## config.mk

```make
export PLATFORM = sky130hd
export DESIGN_NAME = ser_chain_ctrl
export DESIGN_NICKNAME = d
export VERILOG_FILES = /design/src/rtl/ser_ctrl_pkg.sv /design/src/rtl/ser_rr_arb2.sv /design/src/rtl/ser_chain_ctrl.sv
export SDC_FILE = /design/constraint.sdc
export NUM_CORES = 1
export LEC_CHECK = 0
export CAP_MARGIN = 0
export CORE_ASPECT_RATIO = 0.9
export CORE_MARGIN = 2
export CORE_UTILIZATION = 41
export CTS_CLUSTER_SIZE = 40
export DETAILED_ROUTE_END_ITERATION = 6
export DONT_BUFFER_PORTS = 1
export PLACE_DENSITY = 0.66
export SLEW_MARGIN = 10
export SYNTH_ARGS = -nofsm -noshare
export SYNTH_HDL_FRONTEND = slang
export SYNTH_SLANG_ARGS = --single-unit
```

## constraint.sdc

```tcl
create_clock -name clk -period 2.9 [get_ports clk]
set_clock_uncertainty 0.2 [all_clocks]
set_input_delay 0.58 -clock clk [delete_from_list [all_inputs] [get_ports clk]]
set_output_delay 0.58 -clock clk [all_outputs]
set_load 0.01 [all_outputs]
```

## src/rtl/ser_ctrl_pkg.sv

```systemverilog
// -----------------------------------------------------------------------------
// ser_ctrl_pkg
// Shared types and constants for the MBIST serial chain controller.
//   state_e    : controller FSM states (IDLE, SHIFT, DONE)
//   OP_RD/OP_WR: request opcode encoding on req_wr
//   CHAIN_LEN  : default chain length in bits
//   sel_width(): chain-select width for a given chain count (minimum 1)
// -----------------------------------------------------------------------------
package ser_ctrl_pkg;

   typedef enum logic [1:0] {
      IDLE  = 2'd0,
      SHIFT = 2'd1,
      DONE  = 2'd2
   } state_e;

   localparam logic OP_RD = 1'b0;
   localparam logic OP_WR = 1'b1;

   localparam int CHAIN_LEN = 64;

   function automatic int sel_width(input int nch);
      return (nch > 1) ? $clog2(nch) : 1;
   endfunction

endpackage

```

## src/rtl/ser_rr_arb2.sv

```systemverilog
// -----------------------------------------------------------------------------
// ser_rr_arb2
// Two-requester round-robin arbiter.
//   clk, rst_n : clock, asynchronous active-low reset
//   req[1:0]   : request vector
//   advance    : a grant is being taken this cycle; remember the winner
//   gnt_idx    : index of the winning requester (valid with gnt_vld)
//   gnt_vld    : at least one requester is active
// The last-granted port starts at 1 so port 0 wins the first contest.
// -----------------------------------------------------------------------------
module ser_rr_arb2
   import ser_ctrl_pkg::*;
(
   input  logic       clk,
   input  logic       rst_n,
   input  logic [1:0] req,
   input  logic       advance,
   output logic       gnt_idx,
   output logic       gnt_vld
);

   logic last_q;

   assign gnt_vld = |req;
   // Contention goes to the port that did not win last; otherwise the lone requester.
   assign gnt_idx = (&req) ? ~last_q : req[1];

   always_ff @(posedge clk or negedge rst_n) begin
      if (!rst_n) begin
         last_q <= 1'b1;
      end else if (advance) begin
         last_q <= gnt_idx;
      end
   end

endmodule

```

## src/rtl/ser_chain_ctrl.sv

```systemverilog
// -----------------------------------------------------------------------------
// ser_chain_ctrl
// Shares NCH MBIST serial scan chains between two register-bus requesters.
// Each transaction shifts exactly DW bits through one chain: reads recirculate
// sdo back into sdi (non-destructive), writes shift in wdata while capturing the
// old contents (exchange).
//   clk, rst_n          : clock, asynchronous active-low reset
//   req_cs/wr/sel/wdata : per-port request (level), opcode, chain select, data
//   req_rdata           : per-port captured chain contents, held until next ack
//   req_ack/req_err     : one-cycle ack per port; err flags an out-of-range select
//   busy                : controller not idle
//   shift               : one-hot shift enable per chain
//   sdi / sdo           : shared serial data out / per-chain serial data in
// -----------------------------------------------------------------------------
module ser_chain_ctrl
   import ser_ctrl_pkg::*;
#(
   parameter int NCH = 4,
   parameter int DW  = CHAIN_LEN,
   parameter int SW  = sel_width(NCH)
) (
   input  logic                 clk,
   input  logic                 rst_n,
   input  logic [1:0]           req_cs,
   input  logic [1:0]           req_wr,
   input  logic [1:0][SW-1:0]   req_sel,
   input  logic [1:0][DW-1:0]   req_wdata,
   output logic [1:0][DW-1:0]   req_rdata,
   output logic [1:0]           req_ack,
   output logic [1:0]           req_err,
   output logic                 busy,
   output logic [NCH-1:0]       shift,
   output logic                 sdi,
   input  logic [NCH-1:0]       sdo
);

   localparam int            CW       = $clog2(DW) + 1;
   localparam logic [SW:0]   NCH_W    = (SW+1)'(NCH);
   localparam logic [CW-1:0] LAST_BIT = CW'(DW - 1);

   state_e                state_q, state_d;
   logic                  gnt_q, gnt_d;
   logic                  wr_q, wr_d;
   logic                  err_q, err_d;
   logic [DW-1:0]         shreg_q, shreg_d;
   logic [CW-1:0]         bit_cnt_q, bit_cnt_d;
   logic [NCH-1:0]        shift_q, shift_d;
   logic [1:0][DW-1:0]    rdata_q, rdata_d;

   logic                  gnt_idx, gnt_vld, grant;
   logic [SW-1:0]         sel_in;
   logic                  sel_ok;
   logic [NCH-1:0]        sel_onehot;
   logic                  sdo_bit;
   logic [DW-1:0]         shreg_shifted;

   ser_rr_arb2 u_arb (
      .clk     (clk),
      .rst_n   (rst_n),
      .req     (req_cs),
      .advance (grant),
      .gnt_idx (gnt_idx),
      .gnt_vld (gnt_vld)
   );

   assign grant  = (state_q == IDLE) && gnt_vld;
   assign sel_in = req_sel[gnt_idx];
   assign sel_ok = {1'b0, sel_in} < NCH_W;

   // Decode the select directly to a one-hot; an out-of-range select decodes to zero.
   for (genvar gi = 0; gi < NCH; gi++) begin : g_sel_dec
      assign sel_onehot[gi] = (sel_in == SW'(gi));
   end

   // shift_q is the latched one-hot of the active chain, so it doubles as the sdo mux.
   assign sdo_bit       = |(sdo & shift_q);
   assign shreg_shifted = {sdo_bit, shreg_q[DW-1:1]};

   // Gated by shift_q so sdi idles at 0 whenever no chain is shifting.
   assign sdi = (|shift_q) & ((wr_q == OP_WR) ? shreg_q[0] : sdo_bit);

   assign busy      = (state_q != IDLE);
   assign shift     = shift_q;
   assign req_rdata = rdata_q;
   assign req_ack   = (state_q == DONE) ? (gnt_q ? 2'b10 : 2'b01) : 2'b00;
   assign req_err   = err_q ? req_ack : 2'b00;

   always_comb begin
      state_d   = state_q;
      gnt_d     = gnt_q;
      wr_d      = wr_q;
      err_d     = err_q;
      shreg_d   = shreg_q;
      bit_cnt_d = bit_cnt_q;
      shift_d   = shift_q;
      rdata_d   = rdata_q;

      unique case (state_q)
         IDLE: begin
            if (gnt_vld) begin
               gnt_d     = gnt_idx;
               wr_d      = req_wr[gnt_idx];
               shreg_d   = req_wdata[gnt_idx];
               bit_cnt_d = '0;
               if (sel_ok) begin
                  err_d   = 1'b0;
                  shift_d = sel_onehot;
                  state_d = SHIFT;
               end else begin
                  // No chain touched; the port still gets an ack, with err and zero data.
                  err_d            = 1'b1;
                  rdata_d[gnt_idx] = '0;
                  state_d          = DONE;
               end
            end
         end

         SHIFT: begin
            shreg_d = shreg_shifted;
            if (bit_cnt_q == LAST_BIT) begin
               shift_d = '0;
               // Load the result on the way into DONE so it is valid alongside the ack.
               rdata_d[gnt_q] = shreg_shifted;
               state_d        = DONE;
            end else begin
               bit_cnt_d = bit_cnt_q + CW'(1);
            end
         end

         DONE: begin
            state_d = IDLE;
         end

         default: begin
            state_d = IDLE;
            shift_d = '0;
         end
      endcase
   end

   always_ff @(posedge clk or negedge rst_n) begin
      if (!rst_n) begin
         state_q   <= IDLE;
         gnt_q     <= 1'b0;
         wr_q      <= OP_RD;
         err_q     <= 1'b0;
         shreg_q   <= '0;
         bit_cnt_q <= '0;
         shift_q   <= '0;
         rdata_q   <= '0;
      end else begin
         state_q   <= state_d;
         gnt_q     <= gnt_d;
         wr_q      <= wr_d;
         err_q     <= err_d;
         shreg_q   <= shreg_d;
         bit_cnt_q <= bit_cnt_d;
         shift_q   <= shift_d;
         rdata_q   <= rdata_d;
      end
   end

endmodule

```

# ---- Word-level counts from Yosys, hierarchy flattened
# Cells that the tools add are included.
dict set report classes {
  n_addsub 1
  order_cmp 3
  n_eq_ne 9
  reduce_logical 16
  n_mux 24
  bitwise 4
}
# operator n
set ops {}
lappend ops {{$mux W64} 4}
lappend ops {{$bwmux W128} 1}
lappend ops {{$pmux W64 S2} 1}
lappend ops {{$demux W64 S1} 1}
lappend ops {{$mux W7} 2}
lappend ops {{$pmux W7 S2} 1}
lappend ops {{$mux W2} 6}
lappend ops {{$pmux W4 S3} 1}
lappend ops {{$reduce_and A2 Y1} 5}
lappend ops {{$mux W4} 2}
lappend ops {{$reduce_or A4 Y1} 2}
lappend ops {{$add A7 B1 Y7 const B} 1}
lappend ops {{$eq A7 B6 Y1 const B} 1}
lappend ops {{$eq A2 B2 Y1 const B} 3}
lappend ops {{$ne A2 B2 Y1 const B} 3}
lappend ops {{$reduce_and A3 Y1} 2}
lappend ops {{$and A4 B4 Y4} 1}
lappend ops {{$eq A2 B1 Y1 const B} 2}
lappend ops {{$logic_not A2 Y1} 2}
lappend ops {{$lt A1 B2 Y1 const B} 2}
lappend ops {{$mux W1} 4}
lappend ops {{$pmux W2 S2} 1}
lappend ops {{$reduce_bool A2 Y1} 2}
lappend ops {{$logic_and A1 B1 Y1} 2}
lappend ops {{other kinds (4)} 5}
dict set report totals {
  reg_bits 208
  elab_cells 66
}

# ---- Depth between registers and ports, before layout
# Gate-level depths: netlist of the first run.
dict set report logic_depth {
  ltp_word 7
  mapped_depth 8
}

# ---- Modules after synthesis
# Synthesis of the first run repeated with hierarchy kept, for this count alone.
dict set report unflattened {
  hier_cells 718
  hier_area_um2 9141.3
}
# module seq_area_each_um2 instances cells_per_inst area_per_inst_um2
set by_module_without_submodules {}
lappend by_module_without_submodules {ser_chain_ctrl 5180.0 1 714 9082.5}
lappend by_module_without_submodules {ser_rr_arb2 26.3 1 4 58.8}

# ---- Worst setup path before layout of the first run
# Ideal clock, no wire load.
dict set report synth_path {
  kind {reg2reg}
  from {register bit_cnt_q[0]}
  to {register rdata_q, in the netlist req_rdata[13]}
  required_ps 2575
  n_path_buf 1
  path_stages_with_launch 7
  t_arrival_ps 2002
  path_slack_ps 573
  setup_ps 125
  cell_sequence {dfrtp_1 > ha_1 > nand3_2 > or3_4 > nor3_4 > buf_6 > mux2_2}
}
dict set report synth_between {
  elab_chain_len 2
}
# element line_no
set synth_lines {}
lappend synth_lines {{start: declaration} ser_chain_ctrl.sv:46} ;# logic [CW-1:0] bit_cnt_q, bit_cnt_d;
lappend synth_lines {{start signal: assignment} ser_chain_ctrl.sv:157} ;# bit_cnt_q <= bit_cnt_d;
lappend synth_lines {{$eq A7 B6 Y1} ser_chain_ctrl.sv:120} ;# if (bit_cnt_q == LAST_BIT) begin
lappend synth_lines {{$reduce_and A2 Y1 (no source line)} -}
lappend synth_lines {{end signal: assignment} ser_chain_ctrl.sv:159} ;# rdata_q <= rdata_d;
lappend synth_lines {{end: declaration} ser_chain_ctrl.sv:48} ;# logic [1:0][DW-1:0] rdata_q, rdata_d;
# No other way between the ends.
# A chain may end at the register's enable or synchronous reset.

# ---- Worst setup path in the final report of the first run
dict set report layout_path {
  from {register bit_cnt_q[0]}
  to {register rdata_q, in the netlist req_rdata[91]}
}
# Same word-level chain as after synthesis.

==> results of run 1 <==
[per-layer routing]
layer	up-vias	GRT usage	share of wire
li1	2423	-	-
met1	2945	0.231	0.39
met3	25	0.0614	0.096
met2	290	0.325	0.49
met4	0	0.0431	0.017
met5	-	0	0
[placed cells by master (no fill, tap or decap), types with 5 or more instances in the layout]
cell / count
nand2_1: 10
clkbuf_16: 23
mux2_1: 9
buf_4: 7
mux2_2: 121
buf_12: 6
nor2_1: 5
clkbuf_8: 5
dfrtp_1: 207
a221o_1: 63
mux2i_1: 65
a21oi_1: 65
[logic make-up (layout without fill, tap and decap cells)]
logic type / Yosys count / count (layout) / synth area share
DFF: 208 / 208 / 0.580
muxes: 195 / 195 / 0.236
AOI/OAI and AO/OA: 153 / 153 / 0.128
buffers and inverters: 57 / 59 / 0.0318
and+or+nand+nor: 33 / 33 / 0.0204
xor gates and xnor gates: 2 / 2 / 0.00195
adders and majority gates: 1 / 1 / 0.00139
other: 1 / 2 / 0.000418
[through the flow]
stage | worst slack (ns) | std cells
floorplan | 0.573 | 651
global placement | 0.474 | 901
detailed placement | 0.354 | 901
CTS | 0.332 | 944
global route | 0.216 | 944
finish | 0.329 | 944
[how the worst min path moves through the flow]
stage | start | slack (ns) | cells past startpoint | endpoint
after detailed placement | rst_n | 0.09 | 0 | req_rdata[11]
final | rst_n | -0.43 | 0 | shreg_q[11]
after CTS | rst_n | -0.45 | 0 | req_rdata[10]
after floorplan | rst_n | 0.08 | 0 | bit_cnt_q[0]
after global placement | rst_n | 0.09 | 0 | req_rdata[11]
after global routing | rst_n | -0.45 | 0 | req_rdata[11]
[sequential cells by signal, summed over array words and instances (netlist names)]
register,cells
bit_cnt_q,7
gnt_q,1
req_rdata,128
shift,4
shreg_q,64
state_q,2
u_arb.last_q,1
wr_q,1
[layout make-up]
cell class | count | area (um^2) | share of cell area
Inverter | 3 | 11.3 | 0.00112
Clock inverter | 10 | 114 | 0.0113
Sequential cell | 208 | 5210 | 0.518
Timing Repair Buffer | 14 | 183 | 0.0182
Clock buffer | 32 | 659 | 0.0656
Tap cell | 291 | 364 | 0.0362
Multi-Input combinational cell | 386 | 3520 | 0.350
[report_power, final]
part	switching (uW)	total, uW	internal, uW
sequential	877	4490	3610
combinational	592	1430	834
clock	1180	2950	1770
total	2650	8870	6220
[what timing repair did]
action / CTS / global route
setup endpoints to repair: 0 / 0
hold endpoints to repair: 209 / 208
setup buffers: 0 / 0
==> flow_summary.json, run 1 <==
{
  "cp_num_cells": 6,
  "dpl.hpwl_um": 14900,
  "wirelength_um": 22300,
  "die_h_um": 144,
  "yosys.area.top_type": "dfrtp_1",
  "post-route-cell-area_um2": 10100,
  "slew_at_the_pin_with_the_worst_max_slew_slack_ns": 0.828,
  "critical_path.cell_chain": "ha_1 > nand3_2 > nor3_1 > and3_4 > buf_12 > mux2_2",
  "htreeDepth": 1,
  "ant_nets_after_route": 0,
  "synth.cells.most_frequent": "dfrtp_1 (207), mux2_2 (121), a21oi_1 (65), mux2i_1 (65), a221o_1 (63)",
  "maxSlewViolCount": 0,
  "power.density_nw_per_um2": 882,
  "reg2reg_to": "req_rdata[91]",
  "postPlaceCellArea_um2": 9270,
  "fp.dieArea_um2": 23100,
  "synth-main-ff-cell": "dfrtp_1",
  "final.setup.tns_ns": 0,
  "drc": 0,
  "globalRouteOverflowTotal": 0,
  "synth.ff_latch_count": 208,
  "drv_cap": 0,
  "timing.critical_path.from": "bit_cnt_q[0]",
  "result_of_the_run": "finished, violations left",
  "synthDistinctLibCells": 44,
  "postSynthAreaPerCell_um2": 13.8,
  "clock_sink_count": 208,
  "reg2regPathDepth": 6,
  "drt-initial-drc-count": 416,
  "drive_above_1_share": 0.279,
  "clk_root_buffer_cell": "clkbuf_16",
  "rsz0062_at_grt": "no",
  "vdd_drop_max_mv": 0.379,
  "final_worst_path_period_share": 0.886,
  "num-nets-final": 779,
  "synth-warning-count": 0,
  "failed_checks": "negative hold slack",
  "cp.required_ns": 3.08,
  "critical_path.endpoint_type": "flop",
  "critical_path_peak_fanout": 26,
  "syn-cell-area_um2": 8970,
  "postSynth.asyncResetShare": 1.00,
  "critPathMaxStageDelay_ns": 0.47,
  "antenna_found_initial": 0,
  "power_leakage_uw": 0.00492,
  "timing.rr.start": "bit_cnt_q[0]",
  "worstSetupEndpoint": "req_rdata[91]",
  "detailroute.via_count": 5683,
  "cts_repair_resized_insts": 0,
  "grt.total_usage": 0.188,
  "crit_path_top_delay_cell": "and3_4",
  "arrival_ns": 2.75,
  "post_synth_main_area_contributors": "dfrtp_1 (58%), mux2_2 (15%), mux2i_1 (7.3%)",
  "core-area_um2": 21600,
  "rows": 51,
  "cp_top_family": "simple AND/OR/NAND/NOR gates",
  "setup_viol": 0,
  "grt_pass1_vias": 5849,
  "n_antenna_cell": 0,
  "grt_start_max_net_pins": 209,
  "report.power.total_uw": 8870,
  "initial_core_util": 0.416,
  "floorplan.die.width_um": 160,
  "slew_headroom": 0.448,
  "clock_path_buffers": 3,
  "ff2ff_setup_slack_ns": 0.33,
  "setup.worst_path.class": "reg2reg",
  "drt-vias-per-instance": 6.02,
  "synth_top_area_frac": 0.578,
  "clock.fmax_ghz": 0.389,
  "min_path_type": "in2async",
  "boundaryPins": 280,
  "setup.worst_path.start_class": "flop",
  "tritoncts": "yes",
  "number_of_detailed_routing_iterations_run_before_antenna_repair": 5,
  "cts_hold_buffers": 1,
  "area_growth_from_synthesis_to_layout_pct": 12.1,
  "clock_insertion_delay_worst_skew_ns": 0.51,
  "synth.yosys.seq_area_share": 0.580,
  "fill_cells": 1911,
  "portBuffers": 0,
  "finalHoldViolCount": 208,
  "period_minus_slack_ns": 2.57,
  "yosys.cell_count.top_type": "dfrtp_1",
  "cp.buffers_inverters": 1,
  "hold_slack_ns": -0.427,
  "finalWeightedCongestion": 0.798,
  "number_of_flops_mapped_to_enable_cells_by_yosys": 0,
  "grt_pass1_wl_um": 34300,
  "number_of_instances_in_the_synthesized_netlist": 650,
  "cts.clk_slew.worst_paths_ns": 0.06,
  "utilization": 0.466,
  "final_routed_wire_length_divided_by_cell_count_um": 23.6,
  "cts_buffers": 23
}
No activity file was read; power rests on OpenSTA's default activity.
==> inputs of run 2 (changes only) <==
--- a/config.mk
+++ b/config.mk
@@ -12,7 +12,7 @@
 export CTS_CLUSTER_SIZE = 40
 export DETAILED_ROUTE_END_ITERATION = 6
 export DONT_BUFFER_PORTS = 1
-export PLACE_DENSITY = 0.66
+export PLACE_DENSITY = 0.68
 export SLEW_MARGIN = 10
 export SYNTH_ARGS = -nofsm -noshare
 export SYNTH_HDL_FRONTEND = slang
==> constraint.sdc (replaced) <==
create_clock -name clk -period 2.2 [get_ports clk]
set_clock_uncertainty 0.2 [all_clocks]
set_input_delay 0.44 -clock clk [delete_from_list [all_inputs] [get_ports clk]]
set_output_delay 0.44 -clock clk [all_outputs]
set_load 0.01 [all_outputs]
==> flow_summary.json, run 2 (same netlist as run 1, synthesis figures left out) <==
{
  "drv_cap": 0,
  "numPlacedInstances": 911,
  "power_leakage_uw": 0.00512,
  "cts.clk_slew.worst_paths_ns": 0.06,
  "fp.dieArea_um2": 23100,
  "portBuffers": 0,
  "floorplan.die.width_um": 160,
  "grt_pass1_vias": 6038,
  "drive_above_1_share": 0.320,
  "period_minus_slack_ns": 2.22,
  "rsz0062_at_grt": "yes",
  "clock_insertion_delay_worst_skew_ns": 0.50,
  "cp.required_ns": 2.39,
  "dp_slack_ns": -0.103,
  "post_layout_nonfiller_instances": 966,
  "cts_hold_buffers": 4,
  "n_antenna_cell": 0,
  "htreeDepth": 1,
  "tritoncts": "yes",
  "final_routed_wire_length_divided_by_cell_count_um": 24.4,
  "dpl.hpwl_um": 15300,
  "globalRouteOverflowTotal": 0,
  "initial_core_util": 0.416,
  "slew_headroom": 0.631,
  "cts_buffers": 22,
  "finalHoldViolCount": 208,
  "boundaryPins": 280,
  "ant_nets_after_route": 0,
  "commonest_non_fill_non_tap_cells_in_the_layout": "dfrtp_1 (203), mux2_2 (84), a21oi_1 (65), mux2i_1 (65), a221o_1 (63)",
  "maxSlewViolCount": 0,
  "setup_viol": 15,
  "reg2reg_to": "req_rdata[63]",
  "seqPwrFrac": 0.492,
  "clk_root_buffer_cell": "clkbuf_16",
  "min_path_type": "in2async",
  "grt_start_max_net_pins": 209,
  "result_of_the_run": "finished, violations left",
  "final_worst_path_period_share": 1.01,
  "drt-initial-drc-count": 477,
  "internal_power_uw": 8560,
  "grt.total_usage": 0.193,
  "utilization": 0.492,
  "setup.worst_path.start_class": "flop",
  "drt-vias-per-instance": 6.00,
  "clock.fmax_ghz": 0.450,
  "final.setup.tns_ns": -0.246,
  "arrival_ns": 2.41,
  "antenna_found_initial": 1,
  "clock_path_buffers": 3,
  "comb_power_share": 0.183,
  "worstSetupEndpoint": "req_rdata[63]",
  "core-area_um2": 21600,
  "finalWeightedCongestion": 0.868,
  "area_growth_from_synthesis_to_layout_pct": 18.4,
  "die_h_um": 144,
  "timing.critical_path.from": "bit_cnt_q[0]",
  "failed_checks": "negative hold slack, negative setup slack",
  "clock_sink_count": 208,
  "setup.worst_path.class": "reg2reg",
  "critical_path_peak_fanout": 10,
  "slew_at_the_pin_with_the_worst_max_slew_slack_ns": 0.552,
  "number_of_detailed_routing_iterations_run_before_antenna_repair": 5,
  "detailroute.via_count": 5800,
  "largest_register_ff_count": 128,
  "timing.rr.start": "bit_cnt_q[0]",
  "wirelength_um": 23600,
  "vdd_drop_max_mv": 0.431,
  "report.power.total_uw": 12100,
  "ff2ff_setup_slack_ns": -0.02,
  "critical_path.endpoint_type": "flop",
  "drc": 0,
  "power.net_switching_uw": 3590,
  "p_clk_frac": 0.325,
  "power.density_nw_per_um2": 1140,
  "rows": 51,
  "grt_pass1_wl_um": 35000,
  "num-nets-final": 803,
  "hold_slack_ns": -0.566,
  "reg2regPathDepth": 7,
  "layout_commonest_cell": "dfrtp_1",
  "fin_ws_ns": -0.0229,
  "fraction_of_power_spent_switching_nets": 0.296
}
## run 2: worst min-delay path by stage
stage / from / to / slack [ns] / depth (start not counted)
2_1_floorplan: rst_n / bit_cnt_q[0] / -0.06 / 0
5_1_grt: rst_n / req_rdata[15] / -0.59 / 0
4_1_cts: rst_n / gnt_q / -0.59 / 0
3_5_place_dp: rst_n / req_rdata[78] / -0.05 / 0
3_3_place_gp: rst_n / req_rdata[15] / -0.05 / 0
6_report: rst_n / req_rdata[15] / -0.57 / 0
## run 2: worst max-delay path, cell delays in order, from the launching register on
cell and delay (ns):
dfrtp_1 0.40, ha_4 0.17, nand3_4 0.09, or3_4 0.36, nor3_4 0.16, buf_6 0.20, clkbuf_16 0.19, mux2_2 0.33
## run 2: layer usage
metal / vias to the layer above / global-route usage / routed length (um)
li1: 2481 / - / -
met1: 2959 / 0.227 / 9080
met2: 319 / 0.328 / 11400
met3: 39 / 0.0697 / 2360
met4: 2 / 0.0706 / 677
met5: - / 0 / 13
## run 2: power groups by stage
stage | sequential (uW) | combinational [uW] | clock, uW
finish | 5980 | 2220 | 3940
global placement | 5940 | 1860 | 0
CTS | 5950 | 2060 | 4030
global route | 6120 | 2420 | 4210
floorplan | 5560 | 1580 | 0
detailed placement | 5980 | 1970 | 0
## run 2: timing repair
| action | in CTS | in global routing |
|---|---|---|
| pin swaps | 2 | 2 |
| endpoints found under the hold margin | 210 | 208 |
| endpoints found under the setup margin | 65 | 109 |
| gates resized for setup | 20 | 41 |
| gates cloned | 1 | 4 |
| setup buffers | 2 | 5 |
## run 2: final cells by class
cell class	instances	area, um^2
clock inverters	8	125
repair buffers	39	538
flip-flops and latches	208	5210
inverters	3	11.3
clock buffers	31	656
fillers	1857	11000
multi-input cells	386	3710
well taps	291	364
## run 2: through the flow
stage	hold WS [ns]	cell area [um^2]
2_1_floorplan	-0.0556	8970
3_3_place_gp	-0.0509	9390
3_5_place_dp	-0.0505	9390
4_1_cts	-0.588	10300
5_1_grt	-0.592	10600
6_report	-0.566	10600
==> inputs of run 3 (changes only) <==
--- a/config.mk
+++ b/config.mk
@@ -16,4 +16,5 @@
 export SLEW_MARGIN = 10
 export SYNTH_ARGS = -nofsm -noshare
 export SYNTH_HDL_FRONTEND = slang
+export SYNTH_HIERARCHICAL = 1
 export SYNTH_SLANG_ARGS = --single-unit
==> flow_summary.json, run 3 <==
{
  "drive_above_1_share": 0.382,
  "ff2ff_setup_slack_ns": 0.01,
  "grt_start_max_net_pins": 209,
  "drc": 0,
  "clock_insertion_delay_worst_skew_ns": 0.51,
  "critical_path.cell_chain": "ha_4 > nand3_4 > or3_4 > nor3_4 > buf_6 > buf_12 > buf_12 > mux2_4",
  "fp.dieArea_um2": 23500,
  "fin_ws_ns": 0.0131,
  "slew_headroom": 0.550,
  "vdd_drop_max_mv": 0.523,
  "internal_power_uw": 8430,
  "comb_power_share": 0.187,
  "cts.clk_slew.worst_paths_ns": 0.06,
  "n_antenna_cell": 0,
  "syn-cell-area_um2": 9140,
  "drv_cap": 0,
  "synth.cells.most_frequent": "dfrtp_1 (207), mux2_2 (188), nand2_1 (72), o21ai_0 (71), a22oi_1 (64)",
  "min_path_type": "in2async",
  "largest_register_ff_count": 128,
  "synth.ff_latch_count": 208,
  "maxSlewViolCount": 0,
  "synth_top_area_frac": 0.567,
  "detailroute.via_count": 5979,
  "post_synth_main_area_contributors": "dfrtp_1 (57%), mux2_2 (23%), a22oi_1 (5.3%)",
  "core-area_um2": 21800,
  "num-nets-final": 886,
  "floorplan.die.width_um": 161,
  "clock_path_buffers": 3,
  "setup.worst_path.class": "reg2reg",
  "dpl.hpwl_um": 14300,
  "cp.buffers_inverters": 3,
  "grt_pass1_wl_um": 35900,
  "reg2reg_to": "req_rdata[63]",
  "critical_path_peak_fanout": 8,
  "timing.rr.start": "bit_cnt_q[0]",
  "synth-main-ff-cell": "dfrtp_1",
  "drt-vias-per-instance": 5.69,
  "hold_slack_ns": -0.578,
  "drt-initial-drc-count": 462,
  "grt.total_usage": 0.192,
  "result_of_the_run": "finished, violations left",
  "initial_core_util": 0.420,
  "fraction_of_power_spent_switching_nets": 0.313,
  "failed_checks": "negative hold slack",
  "register_area_um2": 5210,
  "htreeDepth": 1,
  "final_routed_wire_length_divided_by_cell_count_um": 22.0,
  "slew_at_the_pin_with_the_worst_max_slew_slack_ns": 0.673,
  "rows": 51,
  "number_of_detailed_routing_iterations_run_before_antenna_repair": 5,
  "number_of_instances_in_the_synthesized_netlist": 718,
  "cp.required_ns": 2.38,
  "utilization": 0.497,
  "boundaryPins": 280,
  "critical_path.endpoint_type": "flop",
  "crit_path_top_delay_cell": "dfrtp_1",
  "synthDistinctLibCells": 43,
  "reg2regPathDepth": 8,
  "number_of_flops_mapped_to_enable_cells_by_yosys": 0,
  "critPathMaxStageDelay_ns": 0.40,
  "commonest_non_fill_non_tap_cells_in_the_layout": "dfrtp_1 (205), mux2_2 (150), nand2_1 (72), o21ai_0 (71), a22oi_1 (62)",
  "portBuffers": 0,
  "dp_slack_ns": -0.140,
  "area_growth_from_synthesis_to_layout_pct": 18.4,
  "clock.fmax_ghz": 0.457,
  "die_h_um": 146,
  "synth-warning-count": 6,
  "p_clk_frac": 0.291,
  "cp_top_family": "simple AND/OR/NAND/NOR gates",
  "cts_hold_buffers": 2,
  "synth.yosys.seq_area_share": 0.570,
  "power.net_switching_uw": 3850,
  "postSynthAreaPerCell_um2": 12.7,
  "clk_root_buffer_cell": "clkbuf_16",
  "cts_buffers": 23,
  "power_leakage_uw": 0.00490,
  "clock_sink_count": 208,
  "setup_viol": 0,
  "yosys.area.top_type": "dfrtp_1",
  "tritoncts": "yes",
  "wirelength_um": 23200,
  "globalRouteOverflowTotal": 0,
  "final_worst_path_period_share": 0.994,
  "crit_path_frequent_cell": "buf_12",
  "arrival_ns": 2.37,
  "fill_cells": 1913,
  "period_minus_slack_ns": 2.19,
  "setup.worst_path.start_class": "flop",
  "postSynth.asyncResetShare": 1.00,
  "finalHoldViolCount": 208,
  "power.density_nw_per_um2": 1130,
  "grt_pass1_vias": 6158,
  "rsz0062_at_grt": "yes",
  "antenna_found_initial": 0,
  "layout_commonest_cell": "dfrtp_1",
  "ant_nets_after_route": 0,
  "multi_input_area_um2": 3930,
  "yosys.cell_count.top_type": "dfrtp_1",
  "finalWeightedCongestion": 0.769,
  "seqPwrFrac": 0.522
}
==> run 3: cell count changes after synthesis, moves of 5 or more <==
cell / previous run / this run
a221o_1: 63 / 0
mux2i_1: 65 / 5
a21oi_1: 65 / 4
o21ai_0: 3 / 71
buf_2: 15 / 3
mux2_2: 121 / 188
nand2_1: 10 / 72
clkbuf_1: 29 / 34
a22oi_1: 2 / 64
==> run 3: cells by family (layout without fill, tap and decap cells) <==
group | Yosys count | in the layout | synth area share
flip-flops | 208 | 208 | 0.570
other | 1 | 2 | 0.000410
buffers and inverters | 55 | 96 | 0.0287
multiplexers | 201 | 201 | 0.247
AO/OA/AOI/OAI | 151 | 151 | 0.104
AND/OR/NAND/NOR | 100 | 100 | 0.0476
XOR/XNOR | 1 | 1 | 0.000958
adder cells (fa/ha/maj) | 1 | 1 | 0.00137
==> run 3: per-layer routing <==
layer  wire length [um]  share of wire  GRT usage
met1               9910           0.43      0.258
met3               1960          0.085     0.0559
met2              10800           0.47      0.310
met4                487          0.021     0.0402
met5                  0              0          0
==> run 3: power groups by stage <==
stage                     Sequential, uW  Combinational (uW)  Clock (uW)
after floorplan                     5980                1680           0
after global placement              6400                1990           0
after detailed placement            6430                2080           0
after CTS                           6400                2250        3650
after global routing                6580                2580        3820
final                               6410                2300        3570
==> run 3: worst register-to-register path, delay by kind of cell (launching register included) <==
family | cells | cell delay [ns]
multiplexers | 1 | 0.31
buffers and inverters | 3 | 0.41
flip-flops | 1 | 0.40
AND/OR/NAND/NOR | 3 | 0.57
adder cells (fa/ha/maj) | 1 | 0.17
==> run 3: layout make-up <==
class,instances,area share
clock buffer,39,0.0615
clock inverter,3,0.00197
inverter,4,0.00173
multi-input combinational,456,0.363
sequential,208,0.481
tap,291,0.0336
timing repair buffer,50,0.0564
==> run 3: worst max path at each step <==
stage / slack, ns / to / cells past startpoint / start
after floorplan: -0.12 / req_rdata[3] / 6 / bit_cnt_q[1]
after global placement: -0.09 / bit_cnt_q[5] / 6 / bit_cnt_q[1]
after detailed placement: -0.14 / bit_cnt_q[5] / 6 / bit_cnt_q[1]
after CTS: -0.08 / req_ack[0] / 4 / state_q[1]
after global routing: -0.06 / req_rdata[63] / 8 / bit_cnt_q[0]
final: 0.01 / req_rdata[63] / 8 / bit_cnt_q[0]
==> run 3: repair_timing <==
action,in CTS,in global routing
pin swaps,3,2
buffers inserted,8,8
endpoints found under the setup margin,73,78
cloned,5,1
resized for setup,48,12
endpoints found under the hold margin,209,208
==> run 3: through the flow <==
step	power, uW	std cells	hold slack, ns	area (um^2)	TNS [ns]
6_report	12300	1051	-0.578	10800	0
3_3_place_gp	8400	986	-0.0505	9620	-2.82
4_1_cts	12300	1043	-0.602	10700	-0.155
2_1_floorplan	7660	719	-0.0556	9170	-6.77
5_1_grt	13000	1051	-0.596	10800	-2.33
3_5_place_dp	8520	986	-0.0506	9620	-5.54
